<file path="src/rtl/hbus_pkg.sv">
// Shared definitions for the HyperBus PHY read-capture calibration logic:
// config field layout, sequencer states and default tuning constants.
package hbus_pkg;

   localparam int IDX_W    = 7;
   localparam int EDGE_BIT = 6;
   localparam int PHASE_HI = 5;
   localparam int PHASE_LO = 4;
   localparam int DELAY_HI = 3;
   localparam int DELAY_LO = 0;

   localparam logic [31:0] PATTERN_DEF = 32'hA55A_0FF0;
   localparam logic [3:0]  READS_DEF   = 4'd4;
   localparam logic [7:0]  SETTLE_DEF  = 8'd16;
   localparam logic [7:0]  TIMEOUT_DEF = 8'd255;

   typedef enum logic [2:0] {
      S_IDLE,
      S_WRCFG,
      S_SETTLE,
      S_RDREQ,
      S_EVAL,
      S_UPDATE,
      S_APPLY,
      S_DONE
   } state_t;

   // Pack a setting index {edge, phase, delay} into the PHY config byte.
   function automatic logic [7:0] mk_cfg(input logic [IDX_W-1:0] s);
      logic [7:0] c;
      c                    = '0;
      c[EDGE_BIT]          = s[6];
      c[PHASE_HI:PHASE_LO] = s[5:4];
      c[DELAY_HI:DELAY_LO] = s[3:0];
      return c;
   endfunction

endpackage

</file>
<file path="src/rtl/hbus_phy_cal_if.sv">
// Signal bundle between the calibration sequencer and its environment
// (start/result, PHY config port, controller calibration read port).
interface hbus_phy_cal_if;
   import hbus_pkg::*;

   logic             cal_start;
   logic             cal_busy;
   logic             cal_done;
   logic             cal_ok;
   logic [IDX_W-1:0] cal_best;
   logic [7:0]       cal_win_len;
   logic [7:0]       phy_cfg_wdata;
   logic [7:0]       phy_cfg_rdata;
   logic             phy_cfg_stb;
   logic             rd_req;
   logic             rd_ack;
   logic [31:0]      rd_data;

   modport master (
      input  cal_start, phy_cfg_rdata, rd_ack, rd_data,
      output cal_busy, cal_done, cal_ok, cal_best, cal_win_len,
      output phy_cfg_wdata, phy_cfg_stb, rd_req
   );

   modport slave (
      output cal_start, phy_cfg_rdata, rd_ack, rd_data,
      input  cal_busy, cal_done, cal_ok, cal_best, cal_win_len,
      input  phy_cfg_wdata, phy_cfg_stb, rd_req
   );

endinterface

</file>
<file path="src/rtl/hbus_phy_cal.sv">
// Read-capture calibration sequencer: sweeps all 128 capture settings,
// test-reads a known pattern at each, then programs the best window centre.
module hbus_phy_cal
   import hbus_pkg::*;
#(
   parameter logic [31:0] PATTERN         = PATTERN_DEF,
   parameter logic [3:0]  READS_PER_POINT = READS_DEF,
   parameter logic [7:0]  SETTLE_CYCLES   = SETTLE_DEF,
   parameter logic [7:0]  TIMEOUT_CYCLES  = TIMEOUT_DEF
) (
   input  logic           clk_1x,
   input  logic           rst_n,
   hbus_phy_cal_if.master bus
);

   state_t           r_state;
   state_t           w_nxt;
   logic [IDX_W-1:0] r_s;
   logic [7:0]       r_cnt;
   logic [3:0]       r_rd;
   logic             r_match;
   logic [7:0]       r_orig;
   logic [IDX_W-1:0] r_cur_start;
   logic [7:0]       r_cur_len;
   logic [IDX_W-1:0] r_best_start;
   logic [7:0]       r_best_len;
   logic             r_busy;
   logic             r_done;
   logic             r_ok;
   logic [IDX_W-1:0] r_best;
   logic [7:0]       r_win_len;
   logic             r_stb;
   logic             r_rd_req;

   logic             w_timeout;
   logic             w_last_rd;
   logic [7:0]       w_new_len;
   logic [IDX_W-1:0] w_new_start;
   logic [IDX_W-1:0] w_centre;
   logic [7:0]       w_apply_cfg;

   assign w_timeout   = (r_cnt == TIMEOUT_CYCLES - 8'd1);
   assign w_last_rd   = (r_rd == READS_PER_POINT - 4'd1);
   assign w_new_len   = r_cur_len + 8'd1;
   assign w_new_start = (r_cur_len == 8'd0) ? r_s : r_cur_start;
   assign w_centre    = r_best_start + IDX_W'((r_best_len - 8'd1) >> 1);
   assign w_apply_cfg = (r_best_len != 8'd0) ? mk_cfg(w_centre) : r_orig;

   assign bus.cal_busy      = r_busy;
   assign bus.cal_done      = r_done;
   assign bus.cal_ok        = r_ok;
   assign bus.cal_best      = r_best;
   assign bus.cal_win_len   = r_win_len;
   assign bus.phy_cfg_stb   = r_stb;
   assign bus.rd_req        = r_rd_req;
   assign bus.phy_cfg_wdata = (r_state == S_APPLY) ? w_apply_cfg
                                                   : mk_cfg(r_s);

   // State register.
   always_ff @(posedge clk_1x or negedge rst_n) begin
      if (!rst_n) r_state <= S_IDLE;
      else        r_state <= w_nxt;
   end

   // Next-state decode; an ack wins over a same-cycle timeout.
   always_comb begin
      w_nxt = r_state;
      unique case (r_state)
         S_IDLE:   if (bus.cal_start) w_nxt = S_WRCFG;
         S_WRCFG:  w_nxt = S_SETTLE;
         S_SETTLE: if (r_cnt == SETTLE_CYCLES - 8'd1) w_nxt = S_RDREQ;
         S_RDREQ:  if (bus.rd_ack || w_timeout) w_nxt = S_EVAL;
         S_EVAL:   w_nxt = (r_match && !w_last_rd) ? S_RDREQ : S_UPDATE;
         S_UPDATE: w_nxt = (r_s == 7'd127) ? S_APPLY : S_WRCFG;
         S_APPLY:  w_nxt = S_DONE;
         S_DONE:   w_nxt = S_IDLE;
         default:  w_nxt = S_IDLE;
      endcase
   end

   // Sweep datapath: counters, read result, window tracking, final result.
   always_ff @(posedge clk_1x or negedge rst_n) begin
      if (!rst_n) begin
         r_s          <= '0;
         r_cnt        <= '0;
         r_rd         <= '0;
         r_match      <= 1'b0;
         r_orig       <= '0;
         r_cur_start  <= '0;
         r_cur_len    <= '0;
         r_best_start <= '0;
         r_best_len   <= '0;
         r_ok         <= 1'b0;
         r_best       <= '0;
         r_win_len    <= '0;
      end else begin
         unique case (r_state)
            S_IDLE: begin
               if (bus.cal_start) begin
                  r_orig       <= bus.phy_cfg_rdata;
                  r_ok         <= 1'b0;
                  r_cur_len    <= '0;
                  r_cur_start  <= '0;
                  r_best_len   <= '0;
                  r_best_start <= '0;
                  r_s          <= '0;
               end
            end
            S_WRCFG: r_cnt <= '0;
            S_SETTLE: begin
               r_cnt <= r_cnt + 8'd1;
               if (w_nxt == S_RDREQ) begin
                  r_cnt <= '0;
                  r_rd  <= '0;
               end
            end
            S_RDREQ: begin
               r_cnt   <= r_cnt + 8'd1;
               r_match <= bus.rd_ack && (bus.rd_data == PATTERN);
            end
            S_EVAL: begin
               r_cnt <= '0;
               r_rd  <= r_rd + 4'd1;
            end
            S_UPDATE: begin
               if (r_match) begin
                  r_cur_start <= w_new_start;
                  r_cur_len   <= w_new_len;
                  if (w_new_len > r_best_len) begin
                     r_best_len   <= w_new_len;
                     r_best_start <= w_new_start;
                  end
               end else begin
                  r_cur_len <= '0;
               end
               if (r_s != 7'd127) r_s <= r_s + 7'd1;
            end
            S_APPLY: begin
               r_ok      <= (r_best_len != 8'd0);
               r_best    <= (r_best_len != 8'd0) ? w_centre
                                                 : r_orig[IDX_W-1:0];
               r_win_len <= r_best_len;
            end
            default: ;
         endcase
      end
   end

   // Registered handshake/status outputs, derived from the next state.
   always_ff @(posedge clk_1x or negedge rst_n) begin
      if (!rst_n) begin
         r_busy   <= 1'b0;
         r_done   <= 1'b0;
         r_stb    <= 1'b0;
         r_rd_req <= 1'b0;
      end else begin
         r_busy   <= (w_nxt != S_IDLE) && (w_nxt != S_DONE);
         r_done   <= (w_nxt == S_DONE);
         r_stb    <= (w_nxt == S_WRCFG) || (w_nxt == S_APPLY);
         r_rd_req <= (w_nxt == S_RDREQ);
      end
   end

endmodule

</file>
<file path="src/flat_wrapper.sv">
// flat-port wrapper written by rule: the top's interface ports become plain ports
module hbus_phy_cal_flat import hbus_pkg::*;
#(
   parameter logic [31:0] PATTERN         = PATTERN_DEF,
   parameter logic [3:0]  READS_PER_POINT = READS_DEF,
   parameter logic [7:0]  SETTLE_CYCLES   = SETTLE_DEF,
   parameter logic [7:0]  TIMEOUT_CYCLES  = TIMEOUT_DEF
)
  (clk_1x, rst_n, bus_cal_start, bus_phy_cfg_rdata, bus_rd_ack, bus_rd_data, bus_cal_busy, bus_cal_done, bus_cal_ok, bus_cal_best, bus_cal_win_len, bus_phy_cfg_wdata, bus_phy_cfg_stb, bus_rd_req);
  hbus_phy_cal_if bus_i ();
  input  logic clk_1x;
  input  logic rst_n;
  input wire logic [$bits(bus_i.cal_start)-1:0] bus_cal_start;
  input wire logic [$bits(bus_i.phy_cfg_rdata)-1:0] bus_phy_cfg_rdata;
  input wire logic [$bits(bus_i.rd_ack)-1:0] bus_rd_ack;
  input wire logic [$bits(bus_i.rd_data)-1:0] bus_rd_data;
  output wire logic [$bits(bus_i.cal_busy)-1:0] bus_cal_busy;
  output wire logic [$bits(bus_i.cal_done)-1:0] bus_cal_done;
  output wire logic [$bits(bus_i.cal_ok)-1:0] bus_cal_ok;
  output wire logic [$bits(bus_i.cal_best)-1:0] bus_cal_best;
  output wire logic [$bits(bus_i.cal_win_len)-1:0] bus_cal_win_len;
  output wire logic [$bits(bus_i.phy_cfg_wdata)-1:0] bus_phy_cfg_wdata;
  output wire logic [$bits(bus_i.phy_cfg_stb)-1:0] bus_phy_cfg_stb;
  output wire logic [$bits(bus_i.rd_req)-1:0] bus_rd_req;
  assign bus_i.cal_start = bus_cal_start;
  assign bus_i.phy_cfg_rdata = bus_phy_cfg_rdata;
  assign bus_i.rd_ack = bus_rd_ack;
  assign bus_i.rd_data = bus_rd_data;
  assign bus_cal_busy = bus_i.cal_busy;
  assign bus_cal_done = bus_i.cal_done;
  assign bus_cal_ok = bus_i.cal_ok;
  assign bus_cal_best = bus_i.cal_best;
  assign bus_cal_win_len = bus_i.cal_win_len;
  assign bus_phy_cfg_wdata = bus_i.phy_cfg_wdata;
  assign bus_phy_cfg_stb = bus_i.phy_cfg_stb;
  assign bus_rd_req = bus_i.rd_req;
  hbus_phy_cal #(.PATTERN(PATTERN), .READS_PER_POINT(READS_PER_POINT), .SETTLE_CYCLES(SETTLE_CYCLES), .TIMEOUT_CYCLES(TIMEOUT_CYCLES)) u_core (.clk_1x(clk_1x), .rst_n(rst_n), .bus(bus_i));
endmodule
</file>
<file path="config.mk">
export PLATFORM = sky130hd
export DESIGN_NAME = hbus_phy_cal_flat
export DESIGN_NICKNAME = d
export VERILOG_FILES = /design/src/rtl/hbus_pkg.sv /design/src/rtl/hbus_phy_cal_if.sv /design/src/rtl/hbus_phy_cal.sv /design/src/flat_wrapper.sv
export SDC_FILE = /design/constraint.sdc
export NUM_CORES = 1
export LEC_CHECK = 0
export CAP_MARGIN = 25
export CORE_UTILIZATION = 35
export DETAILED_ROUTE_END_ITERATION = 6
export PLACE_DENSITY = 0.67
export SETUP_SLACK_MARGIN = 0.2
export SKIP_CTS_REPAIR_TIMING = 1
export SYNTH_ARGS = -nofsm -noshare
export SYNTH_HDL_FRONTEND = slang
export SYNTH_SLANG_ARGS = --single-unit
</file>
<file path="constraint.sdc">
create_clock -name clk_1x -period 2.9 [get_ports clk_1x]
set_clock_uncertainty 0.15 [all_clocks]
set_input_delay 0.58 -clock clk_1x [delete_from_list [all_inputs] [get_ports clk_1x]]
set_output_delay 0.58 -clock clk_1x [all_outputs]
set_load 0.01 [all_outputs]
</file>
## Word-level counts from Yosys, hierarchy flattened

Index checks and enable logic that the tools add are counted.
Widths: inputs -> output; s select.

- Bits in registers: 81
- Input bits: 44
- Output and inout port bits: 28
- Word-level logic and storage cells: 99

- Add/sub/neg operators: 6
- Order comparisons: 1
- Equality and inequality tests: 23
- Multiplexer cells: 30
- Reductions and logical operators: 22

Operators with widths:

| operator | number |
|---|---|
| $mux 8 | 7 |
| $mux 7 | 7 |
| $pmux 7 s2 | 3 |
| $eq 32x32->1 const B | 1 |
| $pmux 8 s2 | 2 |
| $pmux 3 s8 | 1 |
| $pmux 8 s3 | 1 |
| $eq 3x3->1 const B | 6 |
| $add 8x1->8 const B | 2 |
| $mux 3 | 5 |
| $eq 3x2->1 const B | 3 |
| $eq 8x4->1 const B | 1 |
| $eq 8x8->1 const B | 1 |
| $gt 8x8->1 | 1 |
| $logic_not 8->1 | 1 |
| $ne 2x1->1 const B | 4 |
| $pmux 4 s2 | 1 |
| $reduce_and 2->1 | 4 |
| $reduce_bool 8->1 | 1 |
| $sub 8x1->8 const B | 1 |
| $add 7x1->7 const B | 1 |
| $add 7x7->7 | 1 |
| $eq 7x7->1 const B | 1 |
| $ne 7x7->1 const B | 1 |
| 17 further kinds | 25 |

## Longest topological paths before layout

Gate-level depths: netlist (run 1).

- Word-level depth: 8
- Depth in mapped cells: 12

## Worst setup path after synthesis (run 1)

OpenSTA, ideal clock, no wires.

- Path type: register -> output
- From: reg u_core.r_best_len[0]
- To: out bus_phy_cfg_wdata[6]
- Data arrival time: 2,254 ps
- Data required time: 2,170 ps
- Setup slack: -84 ps
- Stages on the path, launching flop included: 11
- Buffers on the path: 0
- Cells stage by stage: dfrtp_1 > inv_1 > ha_1 > inv_1 > ha_1 > fa_1 > a211oi_1 > o21ai_0 > a21oi_1 > xnor2_1 > o21ai_0

- Word-level cells in the longest chain between the ends: 4
- Elaborated cells between the ends (all ways): 5
- Classes of those cells: add/sub (2); mux (2); reduce/logical (1)

Ends and longest elaborated chain:

| what | line | source |
|---|---|---|
| start: declaration | hbus_phy_cal.sv:26 | `logic [7:0] r_best_len;` |
| start signal: assignment | hbus_phy_cal.sv:130 | `r_best_len <= w_new_len;` |
| $sub 8x1->8 | hbus_phy_cal.sv:46 | `assign w_centre = r_best_start + IDX_W'((r_best_len - 8'd1) >> 1);` |
| $add 7x7->7 | hbus_phy_cal.sv:46 |  |
| $mux 8 (*) | hbus_phy_cal.sv:47 | `assign w_apply_cfg = (r_best_len != 8'd0) ? mk_cfg(w_centre) : r_orig;` |
| $mux 8 (*) | hbus_phy_cal.sv:56 | `assign bus.phy_cfg_wdata = (r_state == S_APPLY) ? w_apply_cfg` |
| end: declaration | flat_wrapper.sv:22 | `output wire logic [$bits(bus_i.phy_cfg_wdata)-1:0] bus_phy_cfg_wdata;` |

Every way passes the cells marked *; elsewhere a longest branch is shown, timed or not.

## Final worst setup path (run 1)

- From: reg u_core.r_best_len[1]
- To: out bus_phy_cfg_wdata[2]

Same word-level chain as after synthesis.

==> results of run 1 <==
[flip-flops by register name, indices dropped and copies added, names as in the netlist]
| signal | count |
|---|---|
| u_core.bus.cal_ok | 1 |
| u_core.r_match | 1 |
| u_core.r_best_len | 8 |
| u_core.r_orig | 8 |
| u_core.r_rd | 4 |
| u_core.bus.phy_cfg_stb | 1 |
| u_core.r_best_start | 7 |
| u_core.bus.cal_best | 7 |
| u_core.r_cur_start | 7 |
| u_core.r_state | 3 |
| u_core.bus.cal_busy | 1 |
| u_core.bus.cal_done | 1 |
| u_core.bus.cal_win_len | 8 |
| u_core.bus.rd_req | 1 |
| u_core.r_s | 7 |
| u_core.r_cur_len | 8 |
| u_core.r_cnt | 8 |
[where the power goes]
group | total, mW | switching (mW) | internal, mW | leakage [nW]
clock | 1.24 | 0.464 | 0.781 | 0.163
combinational | 2.24 | 1.20 | 1.04 | 1.62
sequential | 1.55 | 0.194 | 1.36 | 1.08
[cell type report]
class                      count  area, µm²
clock buffer                  10        239
timing repair buffer         123       1100
fill                        1077       5970
inverter                      23       90.1
multi-input combinational    351       2530
tap                          168        210
clock inverter                 6       91.3
sequential                    81       2030
[synthesized netlist by cell type, types with 2 or more instances]
cell       number  area (µm²)
a211oi_1        3        22.5
dfrtp_1        81        2030
o2bb2ai_1       9        78.8
nand4_1         8        50.1
a22o_1         14         123
and4b_1         3        30.0
o22ai_1         2        12.5
clkbuf_1        7        26.3
nor3b_1         2        15.0
xnor2_1        13         114
o211ai_1        5        37.5
xor2_1         12         105
a22oi_1         3        22.5
mux2i_1         7        70.1
inv_1          23        86.3
or2_2           2        12.5
nor4b_1         3        26.3
buf_2           4        20.0
nor4bb_1        2        20.0
o21a_1          7        52.6
nand3_1        15        75.1
a21oi_1        24         120
a21boi_0        2        15.0
nand2b_1        4        25.0
a31oi_1         2        12.5
nor4_1          2        12.5
and4_1          4        35.0
o21ai_0        35         175
nor2b_1         2        12.5
and3_1          8        50.1
nor3_1          5        25.0
and2_1          2        12.5
nor2_1         27         101
nand2_1        73         274
and3_4          2        22.5
a21o_1          6        45.0
ha_1           22         275
or3_1           5        31.3
[placed cells by master (no fill, tap or decap), drive strengths merged, types with 7 or more instances in the layout]
master and instances:
a22o 14, ha 22, buf 57, clkbuf 13
nand3 15, nand4 8, dfrtp 81, mux2i 7
and3 10, xnor2 13, xor2 12, inv 22
clkdlybuf4s50 62, nand2 73, a21oi 25, o21a 7
o21ai 35, nor2 27, o2bb2ai 9
[metrics by stage]
| step | setup WS (ns) | setup TNS, ns | std cells |
|---|---|---|---|
| 6_report | -0.480 | -2.11 | 762 |
| 5_1_grt | -0.596 | -2.95 | 762 |
| 4_1_cts | -0.847 | -5.07 | 746 |
| 3_5_place_dp | -0.472 | -2.29 | 730 |
| 3_3_place_gp | -0.405 | -1.97 | 730 |
| 2_1_floorplan | 0.118 | 0 | 468 |
[critical path: stages, from the launching register on]
cell	delay, ns
dfrtp_1	0.40
inv_2	0.09
ha_4	0.17
xor2_2	0.14
buf_4	0.14
fa_2	0.40
buf_4	0.15
buf_6	0.11
xnor2_2	0.13
nor2_1	0.06
a21oi_1	0.15
nor2_1	0.09
a21o_1	0.16
buf_2	0.13
[metal layers]
layer	share of wire (%)	vias to the layer above	GRT usage, %
li1	-	1918	-
met2	50	99	29.7
met1	45	1911	22.4
met4	1.0	0	5.54
met5	0	-	0
met3	4.2	12	3.06
[worst paths after layout]
kind,start,to,cells past startpoint
max,u_core.r_best_len[1],bus_phy_cfg_wdata[2],13
min,rst_n,u_core.r_rd[1],1
max reg2reg,u_core.r_cur_len[1],u_core.r_best_len[2],11
min reg2reg,u_core.bus.cal_win_len[4],u_core.bus.cal_win_len[4],2
max in group asynchronous,rst_n,u_core.r_orig[6],2
min in group clk_1x,u_core.bus.cal_win_len[4],u_core.bus.cal_win_len[4],2
[cell families after synthesis]
group | after synthesis | share of synthesized area, %
AND/OR/NAND/NOR | 172 | 19.3
XOR/XNOR | 25 | 4.88
multiplexers | 7 | 1.56
AO/OA/AOI/OAI | 123 | 19.1
flip-flops | 81 | 45.2
buffers and inverters | 37 | 3.46
adder cells (fa/ha/maj) | 23 | 6.58
==> impl_metrics.env, run 1 <==
export IMPL_outcome="finished, violations left"
export IMPL_violations="negative setup slack"
export IMPL_first_global_vias=3864
export IMPL_power_density_nw_per_um2=801
export IMPL_core_area_um2=12300
export IMPL_grt_use_total_pct=17.4
export IMPL_required_ns=2.17
export IMPL_slew_headroom_pct=58.5
export IMPL_core_rowCount=40
export IMPL_drtIter0Drc=159
export IMPL_nets=656
export IMPL_cap_violations=0
export IMPL_postSynthNetCount=535
export IMPL_synth_edff_count=0
export IMPL_end_kind="output pin"
export IMPL_antenna_cells=0
export IMPL_clk_pin_slew_ns=0.06
export IMPL_drt_wl_total_mm=11.1
export IMPL_grt_max_degree=45
export IMPL_syn_avg_cell_area_um2=9.59
export IMPL_antenna_found_initial=0
export IMPL_drive_above_1_share_pct=20.9
export IMPL_boundaryPins=72
export IMPL_grt_setup_unrepaired="yes"
export IMPL_hp_class="in2async"
export IMPL_ys_seq_area_share_pct=45.2
export IMPL_worstPathMaxFanout=3
export IMPL_ys_seq_elements=81
export IMPL_leakagePower_nw=2.87
export IMPL_vias_per_cell=5.17
export IMPL_fin_crit_ns=3.38
export IMPL_hold_violations=0
export IMPL_setup_slack_ns=-0.480
export IMPL_clock_latency_ns=0.33
export IMPL_fmax_mhz=296
export IMPL_dieHeight_um=115
export IMPL_power_mw=5.04
export IMPL_die_w_um=115
export IMPL_clkSinkCount=81
export IMPL_portBuffers=71
export IMPL_initial_core_util_pct=36.6
export IMPL_tightestPinTransition_ns=0.622
export IMPL_rrSetupSlack_ns=0.20
export IMPL_yosys_warnings=0
export IMPL_holdWs_ns=0.0678
export IMPL_cts_buffers=9
export IMPL_grt_pass1_wl_mm=18.2
export IMPL_crit_path_start_kind="register"
export IMPL_h_tree_depth=3
export IMPL_synthArstFlopShare_pct=100
export IMPL_worstPathArrival_ns=2.65
export IMPL_fin_util_pct=51.3
export IMPL_root_buffer="clkbuf_16"
export IMPL_clk_path_buf_depth=2
export IMPL_drtPass1Iterations=4
export IMPL_fin_area_um2=6290
export IMPL_overflow=0
export IMPL_yosysUniqueCellTypes=56
export IMPL_slew_violations=0
export IMPL_synth_ff_type="dfrtp_1"
export IMPL_syn_inst=468
export IMPL_antenna_left=0
export IMPL_placed_area_um2=5700
export IMPL_path_class="reg2out"
export IMPL_synthesis_area_um2=4490
export IMPL_ir_drop_mv=0.306
export IMPL_drc_errors=0
export IMPL_wire_per_inst_um=14.6
export IMPL_die_area_um2=13300
export IMPL_gp_congestion=0.858
export IMPL_routed_via_count=3940
export IMPL_finalSetupViolCount=6
export IMPL_area_growth_pct=40.2
export IMPL_fin_crit_sh_pct=117
export IMPL_dpl_hpwl_mm=7.98
export IMPL_cts_tree="done"
No activity file was read; power rests on OpenSTA's default activity.
==> inputs of run 2 (changes only) <==
--- a/config.mk
+++ b/config.mk
@@ -6,6 +6,7 @@
 export NUM_CORES = 1
 export LEC_CHECK = 0
 export CAP_MARGIN = 25
+export CORE_MARGIN = 2
 export CORE_UTILIZATION = 35
 export DETAILED_ROUTE_END_ITERATION = 6
 export PLACE_DENSITY = 0.67
@@ -14,3 +15,4 @@
 export SYNTH_ARGS = -nofsm -noshare
 export SYNTH_HDL_FRONTEND = slang
 export SYNTH_SLANG_ARGS = --single-unit
+export TNS_END_PERCENT = 30
==> run 2 against run 1 <==
Effect of this change:
- the run still ends with negative setup slack left
- critical path depth is 1 lower
- non-clock buffer count is 5 lower
- combinational power hardly changed
- first-iteration DRC count is 23% higher
- utilization is 2.5 points lower
- clock power is 3% lower
- worst setup slack better by 0.014 ns
- die area is 3.5% higher
- cell count is 0.26% lower
- count of clock-buffer cells in the layout is 1 higher
==> impl_metrics.env, run 2 (same netlist as run 1, synthesis figures left out) <==
export IMPL_outcome="finished, violations left"
export IMPL_violations="negative setup slack"
export IMPL_antenna_found_initial=0
export IMPL_power_combinational_fraction_pct=44.8
export IMPL_clk_path_buf_depth=2
export IMPL_post_place_ws_ns=-0.503
export IMPL_core_area_um2=12600
export IMPL_overflow=0
export IMPL_boundaryPins=72
export IMPL_setup_slack_ns=-0.466
export IMPL_slew_violations=0
export IMPL_max_stage_delay_ns=0.38
export IMPL_crit_top_cell="buf_4"
export IMPL_fillCellCount=1174
export IMPL_final_common_cell="dfrtp_1"
export IMPL_clk_pin_slew_ns=0.06
export IMPL_final_cell_mix="dfrtp_1, nand2_1, clkdlybuf4s50_1"
export IMPL_grt_max_degree=49
export IMPL_swShare_pct=37.0
export IMPL_multi_input_area_um2=2430
export IMPL_register_area_um2=2030
export IMPL_core_rowCount=41
export IMPL_cts_buffers=9
export IMPL_fin_crit_sh_pct=116
export IMPL_cap_violations=0
export IMPL_end_kind="output pin"
export IMPL_drive_above_1_share_pct=17.2
export IMPL_gp_congestion=0.879
export IMPL_tightestPinTransition_ns=0.623
export IMPL_routed_via_count=3937
export IMPL_drc_errors=0
export IMPL_vias_per_cell=5.18
export IMPL_worstPathMaxFanout=3
export IMPL_crit_path_start_kind="register"
export IMPL_path_cells="buf_4 -> nor3_4 -> buf_4 -> xnor2_1 -> ha_2 -> buf_4 -> a21o_1 -> a211oi_2 -> nor3_1 -> a211oi_2 -> nor2_1 -> clkbuf_2"
export IMPL_portBuffers=71
export IMPL_die_area_um2=13700
export IMPL_root_buffer="clkbuf_16"
export IMPL_ir_drop_mv=0.412
export IMPL_finalSetupViolCount=7
export IMPL_fmax_mhz=297
export IMPL_area_growth_pct=36.6
export IMPL_clock_latency_ns=0.33
export IMPL_slew_headroom_pct=58.2
export IMPL_holdWs_ns=0.111
export IMPL_nets=650
export IMPL_antenna_left=0
export IMPL_antenna_cells=0
export IMPL_drt_wl_total_mm=11.1
export IMPL_cts_tree="done"
export IMPL_pwr_share_clk_pct=24.2
export IMPL_grt_setup_unrepaired="yes"
export IMPL_grt_use_total_pct=17.1
export IMPL_fin_crit_ns=3.37
export IMPL_die_w_um=117
export IMPL_dpl_hpwl_mm=8.22
export IMPL_path_class="reg2out"
export IMPL_first_global_vias=3939
export IMPL_required_ns=2.17
export IMPL_grt_pass1_wl_mm=18.4
export IMPL_h_tree_depth=3
export IMPL_initial_core_util_pct=35.7
export IMPL_p_int_mw=3.12
export IMPL_critPathSlowestCell="dfrtp_1"
export IMPL_hold_violations=0
export IMPL_power_density_nw_per_um2=808
export IMPL_wire_per_inst_um=14.6
export IMPL_power_mw=4.96
export IMPL_drtIter0Drc=196
export IMPL_drtPass1Iterations=4
export IMPL_clkSinkCount=81
export IMPL_hp_class="in2async"
export IMPL_dieHeight_um=117
export IMPL_seqPwrFrac_pct=31.0
export IMPL_leakagePower_nw=2.82
export IMPL_worstPathArrival_ns=2.64
export IMPL_power_switching_mw=1.83
-- run 2: cell types whose count changed in the layout (fill, tap and decap cells not counted), sizes merged --
cell           change
clkdlybuf4s50      +1
dlymetal6s2s       +1
clkinvlp           +2
clkbuf             +1
buf                -7
clkinv             -3
a21bo              -1
-- run 2: final timing paths --
path / start / cells past startpoint / slack, ns / to
worst max-delay path: u_core.r_best_len[1] / 12 / -0.47 / bus_phy_cfg_wdata[4]
worst min-delay path: rst_n / 1 / 0.11 / u_core.r_rd[1]
worst max register to register: u_core.r_cur_len[0] / 11 / 0.15 / u_core.r_best_len[4]
worst min register to register: u_core.r_orig[1] / 2 / 0.33 / u_core.r_orig[1]
max in group asynchronous: rst_n / 2 / 1.78 / u_core.r_cur_len[0]
min in group clk_1x: u_core.r_orig[1] / 2 / 0.33 / u_core.r_orig[1]
-- run 2: final cells by class --
cell class	count	share of cell area [%]
Multi-Input combinational cell	350	39.7
Clock inverter	5	1.31
Tap cell	172	3.51
Timing Repair Buffer	118	17.2
Inverter	23	1.47
Sequential cell	81	33.1
Clock buffer	11	3.80
-- run 2: routing by layer --
metal | vias to the layer above | share of wire, % | GRT usage, %
met5 | - | 0 | 0
met4 | 0 | 0.80 | 3.45
met3 | 13 | 4.5 | 4.58
met2 | 106 | 49 | 29.6
met1 | 1906 | 45 | 21.4
li1 | 1912 | - | -
-- run 2: metrics by stage --
stage                     cell area [µm²]  TNS [ns]  instances  utilization (%)
after global routing                 6130     -4.28        760             48.8
after detailed placement             5700     -2.37        735             45.4
after CTS                            6010     -5.21        751             47.8
final                                6130     -2.63        760             48.8
after global placement               5700     -2.01        735             45.4
after floorplan                      4550         0        468                -
-- run 2: worst max-delay path: cells and delay by family, from the launching register on --
kind                       cells  cell delay [ns]
adders and majority gates      1             0.31
and+or+nand+nor                3             0.33
DFF                            1             0.38
AOI/OAI and AO/OA              3             0.58
buffers and inverters          4             0.58
xor gates and xnor gates       1             0.12
-- run 2: power by group through the flow --
| stage | clock, mW | sequential (mW) | combinational (mW) |
|---|---|---|---|
| after floorplan | 0 | 1.55 | 1.32 |
| after global placement | 0 | 1.54 | 2.11 |
| after detailed placement | 0 | 1.55 | 2.15 |
| after CTS | 1.23 | 1.53 | 2.16 |
| after global routing | 1.28 | 1.57 | 2.46 |
| final | 1.20 | 1.54 | 2.22 |
==> inputs of run 3 (changes only) <==
--- a/config.mk
+++ b/config.mk
@@ -10,7 +10,7 @@
 export CORE_UTILIZATION = 35
 export DETAILED_ROUTE_END_ITERATION = 6
 export PLACE_DENSITY = 0.67
-export SETUP_SLACK_MARGIN = 0.2
+export SETUP_SLACK_MARGIN = 0.02
 export SKIP_CTS_REPAIR_TIMING = 1
 export SYNTH_ARGS = -nofsm -noshare
 export SYNTH_HDL_FRONTEND = slang
==> run 3 against run 2 <==
Effect of this change:
- the run still ends with negative setup slack left
- combinational power down 2%
- utilization down 0.39 points
- worst hold slack better by 0.010 ns
- sequential share of layout area up 0.24 points
- critical path type unchanged
==> impl_metrics.env, run 3 (same netlist as run 1, synthesis figures left out) <==
export IMPL_outcome="finished, violations left"
export IMPL_violations="negative setup slack"
export IMPL_finalSetupTns_ns=-3.09
export IMPL_wire_per_inst_um=15.0
export IMPL_drtIter0Drc=223
export IMPL_path_class="reg2out"
export IMPL_route_met2_wl_mm=5.63
export IMPL_dp_cells=734
export IMPL_boundaryPins=72
export IMPL_core_area_um2=12600
export IMPL_drtPass1Iterations=5
export IMPL_grt_use_total_pct=17.0
export IMPL_drt_wl_total_mm=11.3
export IMPL_fin_util_pct=48.4
export IMPL_end_kind="output pin"
export IMPL_final_common_cell="dfrtp_1"
export IMPL_grt_setup_unrepaired="yes"
export IMPL_overflow=0
export IMPL_grt_pass1_wl_mm=18.6
export IMPL_slew_headroom_pct=55.1
export IMPL_tightestPinTransition_ns=0.674
export IMPL_cts_tree="done"
export IMPL_h_tree_depth=3
export IMPL_dr_wl_met3_um=654
export IMPL_power_density_nw_per_um2=820
export IMPL_leakagePower_nw=2.83
export IMPL_fin_crit_sh_pct=118
export IMPL_ir_drop_mv=0.429
export IMPL_clk_pin_slew_ns=0.06
export IMPL_first_global_vias=3896
export IMPL_root_buffer="clkbuf_16"
export IMPL_antenna_left=0
export IMPL_cts_buffers=9
export IMPL_rrSetupSlack_ns=0.20
export IMPL_power_mw=4.99
export IMPL_fin_crit_ns=3.41
export IMPL_drc_errors=0
export IMPL_top_layer_used="met4"
export IMPL_clk_path_buf_depth=2
export IMPL_gp_congestion=0.853
export IMPL_worstPathArrival_ns=2.68
export IMPL_crit_path_start_kind="register"
export IMPL_nets=645
export IMPL_finalNonFillerCells=755
export IMPL_area_growth_pct=35.6
export IMPL_finalSetupViolCount=8
export IMPL_die_w_um=117
export IMPL_antenna_cells=0
export IMPL_drt_met1_wl_mm=4.91
export IMPL_worstPathMaxFanout=4
export IMPL_drive_above_1_share_pct=14.9
export IMPL_final_cell_mix="dfrtp_1, nand2_1, clkdlybuf4s50_1"
export IMPL_antenna_found_initial=0
export IMPL_grt_max_degree=48
export IMPL_required_ns=2.17
export IMPL_initial_core_util_pct=35.7
export IMPL_vias_per_cell=5.14
export IMPL_routed_via_count=3881
export IMPL_clkSinkCount=81
export IMPL_fmax_mhz=293
export IMPL_die_area_um2=13700
export IMPL_dieHeight_um=117
export IMPL_hp_class="in2async"
export IMPL_core_rowCount=41
export IMPL_hold_violations=0
export IMPL_cap_violations=0
export IMPL_clock_latency_ns=0.33
export IMPL_setup_slack_ns=-0.514
export IMPL_slew_violations=0
export IMPL_portBuffers=71
export IMPL_dpl_hpwl_mm=8.30
## run 3: cell types whose count changed in the layout (fill, tap and decap cells not counted), moves of 2 or more
cell	before	now
ha_4	3	1
inv_1	19	22
clkinvlp_4	3	0
ha_1	17	19
nor3_2	0	2
clkbuf_2	3	0
buf_4	47	41
inv_2	3	1
clkbuf_8	0	3
clkbuf_1	2	0
## run 3: through the flow
stage | worst slack, ns | instance area, µm² | hold slack [ns]
3_5_place_dp | -0.685 | 5650 | 0.313
6_report | -0.514 | 6080 | 0.121
5_1_grt | -0.700 | 6080 | 0.185
2_1_floorplan | 0.0107 | 4490 | 0.134
3_3_place_gp | -0.534 | 5650 | 0.307
4_1_cts | -1.07 | 5990 | 0.145
## run 3: cell type report
| cell class | count | area [µm²] |
|---|---|---|
| clock buffers | 12 | 267 |
| clock inverters | 4 | 73.8 |
| fillers | 1170 | 6490 |
| inverters | 23 | 86.3 |
| multi-input cells | 350 | 2370 |
| flip-flops and latches | 81 | 2030 |
| well taps | 172 | 215 |
| repair buffers | 113 | 1040 |
## run 3: worst paths after layout
path,start,endpoint,depth (start not counted)
min in group clk_1x,u_core.r_orig[6],u_core.r_orig[6],2
max in group asynchronous,rst_n,u_core.r_best_len[1],2
setup / recovery,u_core.r_best_len[1],bus_phy_cfg_wdata[5],12
hold reg to reg,u_core.r_orig[6],u_core.r_orig[6],2
setup reg to reg,u_core.r_cur_len[0],u_core.r_best_len[3],11
hold / removal,rst_n,u_core.r_rd[0],1
## run 3: report_power, final
part / total [mW] / leakage [nW] / internal (mW) / switching [mW]
clock: 1.27 / 0.169 / 0.824 / 0.443
sequential: 1.55 / 1.09 / 1.36 / 0.189
combinational: 2.18 / 1.57 / 0.991 / 1.19
## run 3: per-layer routing
metal	up-vias	GRT usage (%)
met3	14	3.71
met5	-	0
li1	1903	-
met2	117	30.3
met1	1847	21.1
met4	0	3.37
## run 3: worst max-delay path, cell delays in order, from the launching register on
cell      delay, ns
dfrtp_1        0.38
buf_4          0.14
nor3_2         0.15
buf_4          0.15
nand3_2        0.08
xnor2_1        0.13
ha_1           0.35
nand2_1        0.07
o211ai_1       0.24
xnor2_1        0.10
o211ai_1       0.26
o21a_1         0.16
buf_2          0.12
